`src/rtl/qspi_ram_arbiter.sv`:
```
// qspi_ram_arbiter: display-priority arbiter with CPU starvation guard sharing one QSPI SRAM port.
// Optional mem_ack watchdog enabled by defining ARB_TIMEOUT_EN.
module qspi_ram_arbiter #(
  parameter int ADDR_WIDTH     = 16,
  parameter int DATA_WIDTH     = 16,
  parameter int MAX_DISP_BURST = 4,
  parameter int TIMEOUT_CYCLES = 1023
) (
  input  logic                  clk,
  input  logic                  reset,
  input  logic                  disp_req,
  input  logic [ADDR_WIDTH-1:0] disp_addr,
  output logic [DATA_WIDTH-1:0] disp_rdata,
  output logic                  disp_ack,
  input  logic                  cpu_req,
  input  logic                  cpu_we,
  input  logic [ADDR_WIDTH-1:0] cpu_addr,
  input  logic [DATA_WIDTH-1:0] cpu_wdata,
  output logic [DATA_WIDTH-1:0] cpu_rdata,
  output logic                  cpu_ack,
  output logic                  mem_req,
  output logic                  mem_we,
  output logic [ADDR_WIDTH-1:0] mem_addr,
  output logic [DATA_WIDTH-1:0] mem_wdata,
  input  logic [DATA_WIDTH-1:0] mem_rdata,
  input  logic                  mem_ack,
  output logic                  err
);
  typedef enum logic [1:0] {IDLE, BUSY_DISP, BUSY_CPU, DONE} state_t;
  state_t state, state_nx;
  logic [7:0] burst_cnt;
  logic disp_win, cpu_win, busy, done_now, tmo;
  logic [DATA_WIDTH-1:0] rd;
  always_comb begin
    busy     = state == BUSY_DISP || state == BUSY_CPU;
    disp_win = state == IDLE && disp_req && !(cpu_req && burst_cnt == 8'(MAX_DISP_BURST));
    cpu_win  = state == IDLE && cpu_req && !disp_win;
    done_now = busy && (mem_ack || tmo);
    rd       = mem_ack ? mem_rdata : '1;
    state_nx = disp_win ? BUSY_DISP :
               cpu_win  ? BUSY_CPU  :
               done_now ? DONE      :
               state == DONE ? IDLE : state;
  end
  always_ff @(posedge clk) begin
    if (reset) begin
      state      <= IDLE;
      burst_cnt  <= '0;
      mem_req    <= 1'b0;
      mem_we     <= 1'b0;
      mem_addr   <= '0;
      mem_wdata  <= '0;
      disp_rdata <= '0;
      cpu_rdata  <= '0;
      disp_ack   <= 1'b0;
      cpu_ack    <= 1'b0;
    end else begin
      state    <= state_nx;
      disp_ack <= done_now && state == BUSY_DISP;
      cpu_ack  <= done_now && state == BUSY_CPU;
      if (disp_win || cpu_win) begin
        mem_req   <= 1'b1;
        mem_we    <= cpu_win && cpu_we;
        mem_addr  <= disp_win ? disp_addr : cpu_addr;
        mem_wdata <= cpu_win ? cpu_wdata : '0;
      end
      if (done_now) mem_req <= 1'b0;
      if (done_now && state == BUSY_DISP) disp_rdata <= rd;
      if (done_now && state == BUSY_CPU) cpu_rdata <= rd;
      burst_cnt <= (cpu_win || (state == IDLE && !cpu_req)) ? 8'd0 :
                   (disp_win && burst_cnt != 8'(MAX_DISP_BURST)) ? burst_cnt + 8'd1 : burst_cnt;
    end
  end
`ifdef ARB_TIMEOUT_EN
  localparam int TW = $clog2(TIMEOUT_CYCLES + 1);
  logic [TW-1:0] tmr;
  assign tmo = busy && !mem_ack && tmr == TW'(TIMEOUT_CYCLES - 1);
  always_ff @(posedge clk) begin
    tmr <= (reset || !busy) ? '0 : tmr + 1'b1;
    err <= reset ? 1'b0 : (err || tmo);
  end
`else
  logic unused_timeout;
  assign unused_timeout = TIMEOUT_CYCLES != 0;
  assign tmo = 1'b0;
  assign err = 1'b0;
`endif
endmodule
```
`config.mk`:
```
export PLATFORM = sky130hd
export DESIGN_NAME = qspi_ram_arbiter
export DESIGN_NICKNAME = d
export VERILOG_FILES = /design/src/rtl/qspi_ram_arbiter.sv
export SDC_FILE = /design/constraint.sdc
export NUM_CORES = 1
export LEC_CHECK = 0
export BUFFER_PORTS_ARGS = -buffer_cell sky130_fd_sc_hd__buf_2
export CORE_MARGIN = 4
export CORE_UTILIZATION = 35
export DETAILED_ROUTE_END_ITERATION = 7
export HOLD_SLACK_MARGIN = 0.03
export PLACE_DENSITY = 0.69
export SLEW_MARGIN = 20
export SYNTH_ARGS = -nofsm -noshare
export SYNTH_HDL_FRONTEND = slang
export SYNTH_SLANG_ARGS = --single-unit
```
`constraint.sdc`:
```
create_clock -name clk -period 6 [get_ports clk]
set_clock_uncertainty 0.2 [all_clocks]
set_input_delay 0.3 -clock clk [delete_from_list [all_inputs] [get_ports clk]]
set_output_delay 0.3 -clock clk [all_outputs]
set_load 0.005 [all_outputs]
```
After elaboration in Yosys (flattened, before gate mapping)
Index checks and enable logic that the tools add are counted.
Widths: inputs -> output; s select.
Storage, ports and cells
  register bits: 78
  input port bits: 70
  output and inout bits: 69
  word-level logic and storage cells: 47
Operators by class
  add/sub/neg operators: 1
  eq/ne operators: 5
  multiplexer cells: 7
  reductions and logical operators: 23
Operator list (count)
  $mux 16: 3
  $logic_and 1x1->1: 11
  $add 8x1->8 const B: 1
  $eq 8x3->1 const B: 1
  $ne 8x3->1 const B: 1
  $mux 2: 3
  $reduce_or 2->1: 3
  $eq 2x2->1 const B: 2
  $reduce_bool 4->1: 1
  $logic_not 1->1: 3
  $logic_or 1x1->1: 3
  $reduce_bool 3->1: 1
  $eq 2x1->1 const B: 1
  $logic_not 2->1: 1
  $mux 1: 1

Depth between registers and ports, before layout
Gate-level depths: netlist of run 1.
  depth in word-level cells: 8
  gate-level depth with buffers: 8
  depth with buffers taken out: 6

Worst setup path before layout of run 1
Ideal clock, no wire load.
  path type: register to register
  start point: register state[0]
  end point: register mem_wdata[10]
  setup time: 0.059 ns
  arrival time: 1.690 ns
  data required time: 5.741 ns
  setup slack: 4.051 ns
  stages on the path, launching flop included: 8
  path buffers: 2
  period minus slack after synthesis: 1.949 ns
  path through: dfxtp_1 -> inv_1 -> ha_1 -> o21a_1 -> clkbuf_1 -> nor2_1 -> clkbuf_1 -> a22o_1
Between the ends
  longest elaborated chain between the ends: 6
  elaborated cells on any way between the ends: 8
  classes of those cells: mux: 1; reduce/logical: 7
RTL lines
  start, declared: RTL line 30  | state_t state, state_nx;
  start signal, assigned: RTL line 58  | state <= state_nx;
  $logic_not 2->1 *: RTL line 36, 37
  $logic_and 1x1->1 (2 in series): RTL line 36  | disp_win = state == IDLE && disp_req && !(cpu_req && burst_cnt == 8'(MAX_DISP_BURST));
  $logic_not 1->1: RTL line 37  | cpu_win = state == IDLE && cpu_req && !disp_win;
  $logic_and 1x1->1: RTL line 37
  $mux 16 or $logic_or 1x1->1 (tied branches): RTL line 65, 61
  end signal, assigned: RTL line 65  | mem_wdata <= cpu_win ? cpu_wdata : '0;
  end, declared: RTL line 24  | output logic [DATA_WIDTH-1:0] mem_wdata,
Every way passes the cells marked *; elsewhere a longest branch is shown, timed or not.
A chain may end at the register's enable or synchronous reset.

Final worst setup path of run 1
  start point: register burst_cnt[0]
  end point: register mem_addr[11]
Between the ends
  longest elaborated chain between the ends: 7
  elaborated cells on any way between the ends: 8
  classes of those cells: eq/ne: 1; mux: 1; reduce/logical: 6
RTL lines
  start, declared: RTL line 31  | logic [7:0] burst_cnt;
  start signal, assigned: RTL line 70  | burst_cnt <= (cpu_win || (state == IDLE && !cpu_req)) ? 8'd0 :
  $eq 8x3->1 *: RTL line 36
  $logic_and 1x1->1 *: RTL line 36
  $logic_not 1->1 *: RTL line 36
  $logic_and 1x1->1 *: RTL line 36
  $logic_not 1->1: RTL line 37
  $logic_and 1x1->1: RTL line 37
  $logic_or 1x1->1: RTL line 61  | if (disp_win || cpu_win) begin
  end signal, assigned: RTL line 64  | mem_addr <= disp_win ? disp_addr : cpu_addr;
  end, declared: RTL line 23  | output logic [ADDR_WIDTH-1:0] mem_addr,
Marked as above.

==> results list, run 1 <==
* Top-level I/O count: about 140
- Count of max-cap constraint violations: 0
- For the worst setup path, the data arrival time is around 2.6 ns.
- For this design the ratio of total power to cell area is 281 nW/um^2.
- Setup violations remaining at the end of the flow were counted as 0.
* CP Class: reg -> reg
* Via density per instance: a little under 5
- Period Utilization, post-route: 0.422
- Min Clock Period, post-route: 2.53 ns
- In this design, the stage delay of the slowest critical-path cell is ~0.58 ns.
* Final sum of negative setup slack: 0 ns
- Startpoint type of the worst setup path: flop
* Final-report max-slew violation count: 0
* Number of nets with antenna violations after routing: 0
- For this block, the initial DRC count from the detailed router was approximately 110.
- Delay-heaviest family, CP: compound AO/OA/AOI/OAI gates
- Critical Path Start: burst_cnt[0]
- The slowest stage of the critical path belongs to the cell dlygate4sd3_1.
- DRC Markers: 0
* Critical-path cell list: inv_1 > ha_1 > nor4b_4 > a31o_2 > nand2_1 > a311oi_1 > dlygate4sd3_1
- Across the VDD grid, the largest voltage drop is 0.123 mV.
* Primary flip-flop cell chosen by synthesis mapping: dfxtp_1
* Slack of the worst reg-to-reg path: between 3 and 4 ns
- Fill cells in the final layout number slightly above 700.
- Placed inst area: roughly 3700 sq um
- For this run, the top clock speed supported by timing is about 0.4 GHz.
- Across all layers, the routed design uses between 3000 and 4000 vias.
- Post-Place Worst Slack: approximately 3.3 ns
- The path class of the tightest hold or removal check is in -> reg.
- The finished cells cover approximately 4600 sq um.
- The number of gates resized after CTS was 0.
* Core area: 8260 sq um
* Growth of design area from synthesis to finish: 53.3%
- In this run the tightest slew margin relative to its limit is 0.525.
* EDFF count, synth: 0
- The run finished with clean final reports.
- In this run the most critical hold path is launched from disp_req.
- Number of sinks on the clock net: 78
- Maximum clock path buffer count: 2
* Number of warnings issued by yosys: 0
- The first global-routing pass estimated between 10000 and 15000 um of wire.
* Area share of the largest cell type after synthesis: 0.520
- Once layout is complete, the utilization of the core stands at 0.557.
- Final Routed Wirelength: about 8600 um
* Synth Cell Area: approximately 3000 sq um
* Final Hold Vio Count: 0
- Number of port buffers: between 100 and 150
- The synthesized design spends more area on one cell type than any other, namely dfxtp_1.
- On the final layout, the worst hold slack is about 0.14 ns.
- The number of nets in the synthesized netlist is 422.
* Leading cell type in the layout, fill and taps excluded: buf_2
- STA puts the critical path data required time at 6.09 ns.
- A synthesized cell averages around 8.7 sq um.
* Minimum setup slack in the final design: about 3.5 ns
- Worst Setup End Kind: flop
- Number of CTS-inserted buffers: 9
- Counting tap cells, the placed design contains a total of between 500 and 600 instances.
* Final std cells w/o fill: ~650
- The HPWL after detailed placement is between 5000 and 6000 um.
- Clock network latency to the later pin of the worst-skew pair: roughly 0.34 ns
- The share of the Yosys chip area taken by registers is 0.520.
- The total overflow left after global routing is 0.
- Overall die height: roughly 100 um
* Worst reg2reg path startpoint: burst_cnt[0]
- Gr usage total: 0.167
- After clock tree synthesis, the clock-pin slew on the worst setup and hold paths is 0.08 ns.
* Deepest level of the CTS H-tree: 3
- Setup repair after global routing left no endpoint under its margin.
- Distinct cell type count after synthesis: 33
- Top library cells by usage in the layout, fill and taps aside: buf_2, nand2_1, dfxtp_1
- CTS tree: yes
* P_leak: ~2.1 nW
* Count of nets after finishing: approximately 610
- Proportion of layout cells with a drive suffix above 1: 0.299
- The pre-antenna-repair detailed-routing pass consisted of 6 iterations.
- Measured along the x axis, the die boundary spans just over 100 um.
- The number of buffers and inverters on the critical path is 2.
* Number of global-route vias before repair: 2950
* ANT cells: 0
* Count of mapped cells out of synthesis: roughly 350
* Async set-reset flop share out of synthesis: 0
- Die outline area: a little over 10000 sq um
* Antenna violations before repair: 0
* Starting utilization of the core area: 0.363
- Yosys reg bits: 78
* Slew at the pin closest to its max-slew limit: just over 0.7 ns
- Number of core rows: 33
* Maximum number of pins on one net before global-route repair: between 50 and 60
* Gpl congestion: slightly below 0.8
- Sorting the synthesized cells by area gives the leading types as dfxtp_1, nand2_1, a21oi_1.
* Drt wl/cell: 13.2 um
* Design Power: 1.29 mW
* Maximum fanout along the worst path: 17
* Root buffer cell: clkbuf_8
[state kept, by name, summed over array words and instances (netlist names)]
name / count
cpu_rdata: 16
disp_rdata: 16
mem_addr: 16
mem_wdata: 16
burst_cnt: 8
state: 2
cpu_ack: 1
disp_ack: 1
mem_req: 1
mem_we: 1
[per-layer routing]
layer,GRT usage,part of all wire
met1,0.201,0.42
met2,0.285,0.48
met3,0.0484,0.084
met4,0.0591,0.015
met5,0,0
[what timing repair did]
action / in CTS / in global routing
buffers inserted: 0 / 0
hold buffers: 65 / 0
endpoints found under the hold margin: 65 / 0
[kinds of logic (layout without fill, tap and decap cells)]
kind of cell | Yosys count | in the layout | synth area share
xor gates and xnor gates | 4 | 4 | 0.0117
and+or+nand+nor | 149 | 149 | 0.212
other | 1 | 1 | 0.00125
AOI/OAI and AO/OA | 80 | 80 | 0.185
muxes | 1 | 1 | 0.00334
adders and majority gates | 6 | 6 | 0.0250
buffers and inverters | 27 | 223 | 0.0413
DFF | 78 | 78 | 0.520
[worst min-delay path, delay by kind of cell]
kind	cells	cell delay (ns)
buffers and inverters	1	0.15
AO/OA/AOI/OAI	2	0.19
[path summary, 6_finish.rpt]
kind	end	depth (start not counted)
max	mem_addr[11]	7
max reg2reg	mem_addr[11]	7
min reg2reg	disp_rdata[8]	2
min	state[1]	3
[synthesized netlist by cell type (all sizes together) (2+ instances only)]
cell type and n:
nand2 104, dfxtp 78, a21oi 38, nor2 27
a22o 17, a311oi 16, clkbuf 15, buf 8
ha 6, inv 4, a21o 3, and2 3
and3 3, nand4 3, xor2 3, and4 2
nor3 2, o21ai 2
[area by class of cell]
class	count	area, sq um	area share
well taps	105	131	0.0286
clock inverters	7	104	0.0226
multi-input cells	241	1320	0.287
repair buffers	203	1350	0.293
clock buffers	9	124	0.0269
inverters	4	15.0	0.00326
flip-flops and latches	78	1560	0.339
[power breakdown]
group | total [mW] | internal [mW] | switching [mW]
combinational | 0.267 | 0.134 | 0.133
clock | 0.444 | 0.240 | 0.204
sequential | 0.581 | 0.559 | 0.0220
Note: power is estimated with default switching activity, not from simulation.
==> inputs of run 2 (changes only) <==
- ABC_AREA: default -> 1
- PLACE_DENSITY: 0.69 -> 0.67
- clock period: 6 -> 2.55 ns (I/O delays scaled with it)
==> run 2 against run 1 <==
Compared with the run above:
- register-to-register slack worse by 3.3 ns
- core utilization about the same
- final area up 13%
- fmax rose by 4.9%
- critical path depth rose by 2
- sequential share of layout area down 3.9 points
- cell count is 24% higher
- non-clock buffer count rose by 25
- largest cell class is now buffers
==> results list, run 2 <==
- The run finished with clean final reports.
- Pwr/cell area: 627 nW/um^2 (+120%)
- Ranked by total cell area, the synthesized netlist is headed by dfxtp_1, nand3_1, o21ai_0.
- The shortest clock period the worst path allows after layout was 2.41 ns (-0.119 ns).
- The count of warnings emitted by yosys was 0 (unchanged).
* CTS tree: yes
- The instance count after placement with tap cells included was 704 (+24%).
- Proportion of layout cells with a drive suffix above 1: 0.254 (-0.0448)
* Minimum setup slack in the final design: 0.139 ns (-3.33 ns)
- The floorplan die width was 106 um (+5.6%).
* Worst slew margin relative to its limit: 0.602 (+0.0765)
- The clock insertion delay at the later pin of the skew report came to 0.35 ns (about the same).
* DPL Wire Length: 6530 um (+21%)
- The H-tree depth reported by CTS came to 3 (unchanged).
* Worst Setup End Kind: flop
* Maximum fanout along the worst path: 18 (+1)
- The post-route worst hold slack was 0.114 ns (-0.0254 ns).
- Setup Buffers After CTS: 0 (unchanged)
* Reg clk slew, reported paths: 0.07 ns (about the same)
- Met3 Wirelength: 717 um (-0.55%)
* Highest routing layer actually used: met4
- Critical-path cell list: inv_1 > ha_1 > nand2_2 > buf_8 > clkinv_1 > buf_4 > nand3_1 > a21oi_1 > dlygate4sd3_1
- Average instance area after synthesis: 7.41 sq um (-15%)
- Largest stage delay on the critical path: 0.58 ns (about the same)
- The buffer and inverter count on the worst path was 5 (+3).
- P_leak: 2.62 nW (+23%)
* Count of nets after finishing: 744 (+21%)
* R2R cell count: 9 (+2)
- dfxtp_1 takes more of the synthesized area than any other cell.
* Number of sinks on the clock net: 78 (unchanged)
- Async set-reset flop share out of synthesis: 0 (unchanged)
* Count of mapped cells out of synthesis: 456 (+32%)
- Class of the worst hold path: in -> reg
- Gr ovfl total: 0 (unchanged)
- The number of port buffers is 137 (unchanged).
* Area share of the largest cell type after synthesis: 0.462 (-0.0582)
* Startpoint type of the worst setup path: flop
* Area taken by multi-input logic gates: 1420 sq um (+7.5%)
- Maximum number of pins on one net before global-route repair: 35 (-40%)
- The number of buffers between clock root and the deepest sink is 2 (unchanged).
- Worst path slowest cell: dlygate4sd3_1
- The number of global-route vias before repair came to 3756 (+27%).
- The path with the worst hold slack has its endpoint at state[0].
- nand3_1 is the most common cell in the netlist.
* Yosys reg bits: 78 (unchanged)
- The wire length after detailed routing is 10700 um (+25%).
- The number of instances on the worst hold path came to 5 (+2).
- The length of routed wiring on met1 was 4440 um (+23%).
- Slew at the pin closest to its max-slew limit: 0.596 ns (-0.114 ns)
* Delay-heaviest family, CP: buffers and inverters
* DR pass1 iterations: 4 (-2)
- The setup path with the least slack is of type reg -> reg.
* Drt wl/cell: 13.4 um (+1.2%)
- Number of nets with antenna violations after routing: 0 (unchanged)
* Min-Delay Startpoint: disp_req
- The number of max-cap violations came to 0 (unchanged).
- The number of vias in the routed layout came to 3806 (+21%).
- Max Clk Rate: 0.415 GHz (+4.9%)
* DRC Markers: 0 (unchanged)
- Antenna violations before repair: 0 (unchanged)
* Total nets after synthesis: 532 (+26%)
- The setup TNS came to 0 ns (unchanged).
- The total I/O pin count is 139 (unchanged).
- Final setup viols: 0 (unchanged)
- Cell types with the highest counts after synthesis: nand3_1, dfxtp_1, inv_1
- The count of flip-flops with a built-in enable after synthesis is 0 (unchanged).
* Die outline area: 11300 sq um (+12%)
- The flop-to-flop setup slack is 0.14 ns (-3.33 ns).
- Distinct cell type count after synthesis: 26 (-21%)
* Root buffer cell: clkbuf_8
- Filler Cell Count: 853 (+18%)
- Number of CTS-inserted buffers: 9 (unchanged)
* First-pass GRT wire length: 17400 um (+28%)
* Via density per instance: 4.75 (-2.5%)
- The site row count was 35 (+6.1%).
* ANT cells: 0 (unchanged)
- Worst vdd rail ir drop: 0.238 mV (+93%)
- The worst slack at placement is 0.339 ns (-2.92 ns).
- Core area: 9330 sq um (+13%)
- The post-layout instance count excluding filler cells was 802 (+24%).
- Growth of design area from synthesis to finish: 53.7%
- Leading cell type in the layout, fill and taps excluded: buf_2
- Reg2Reg Capture Point: mem_wdata[8]
- Gr usage total: 0.187 (+0.0200)
* Primary flip-flop cell chosen by synthesis mapping: dfxtp_1
- Final Hold Vio Count: 0 (unchanged)
* Data arrival time of the critical path: 2.44 ns (-0.18 ns)
- Worst reg2reg path startpoint: state[0]
- Synth Cell Area: 3380 sq um (+13%)
- The worst endpoint required time is 2.57 ns (-3.52 ns).
- Setup repair after global routing left no endpoint under its margin.
- Period Utilization, post-route: 0.945 (+0.524)
- Top library cells by usage in the layout, fill and taps aside: buf_2, nand3_1, dlygate4sd3_1
- The die height was 106 um (+5.6%).
- Combined flip-flop and latch cell area: 1560 sq um (unchanged)
- Starting utilization of the core area: 0.362 (-0.00116)
* Final-report max-slew violation count: 0 (unchanged)
- The share of the core filled with cells was 0.557 (about the same).
* Number of design-rule violations left by the first detailed-router iteration: 205 (+83%)
* Part of the Yosys area used for sequential elements: 0.462 (-0.0582)
- The detailed route wirelength on metal2 came to 5330 um (+30%).
- Gpl congestion: 0.806 (+2.9%)
==> run 2: worst max path at each step <==
| stage | endpoint | cells past startpoint | startpoint | slack, ns |
|---|---|---|---|---|
| 3_5_place_dp | mem_addr[15] | 9 | state[0] | 0.34 |
| 6_report | mem_wdata[8] | 9 | state[0] | 0.14 |
| 3_3_place_gp | mem_addr[15] | 9 | state[0] | 0.41 |
| 2_1_floorplan | mem_wdata[5] | 8 | state[0] | 0.81 |
| 5_1_grt | mem_wdata[8] | 9 | state[0] | 0.02 |
| 4_1_cts | mem_wdata[3] | 9 | state[0] | 0.06 |
==> run 2: through the flow <==
step,area [sq um],power [mW]
after floorplan,3380,1.91
final,5190,3.25
after global routing,5190,3.46
after CTS,5180,3.27
after detailed placement,4150,2.19
after global placement,4150,2.17
==> run 2: final cells by class <==
type                       instances  area share
clock inverter                     4      0.0104
tap                              129      0.0311
clock buffer                      12      0.0299
sequential                        78       0.301
multi-input combinational        283       0.273
timing repair buffer             228       0.305
inverter                          68      0.0496
==> run 2: metal layers <==
layer  track usage  up-vias
li1              -     1897
met1         0.215     1739
met2         0.339      142
met3        0.0492       28
met4        0.0574        0
met5             0        -
==> run 2: what timing repair did <==
item,CTS,global route
resized for setup,0,6
setup endpoints to repair,0,14
endpoints found under the hold margin,70,0
hold buffers,82,0
==> run 2: cells by family (layout without fill, tap and decap cells) <==
logic type,after synthesis,in the layout,share of synthesized area
flops,78,78,0.462
other cells,1,1,0.00111
xor+xnor,3,3,0.00778
compound gates,97,97,0.149
fa+ha+maj,6,6,0.0222
simple gates,176,176,0.239
buf+inv,95,312,0.119
==> run 2: power by group <==
part / switching [mW] / internal (mW)
Clock: 0.454 / 0.510
Combinational: 0.475 / 0.395
Sequential: 0.0698 / 1.35
Total: 0.999 / 2.26
==> run 2: worst min-delay path, cell delays in order <==
cell and delay [ns]:
buf_2 0.12, nand2_2 0.09, inv_4 0.10, nand2_1 0.11
a21oi_1 0.06
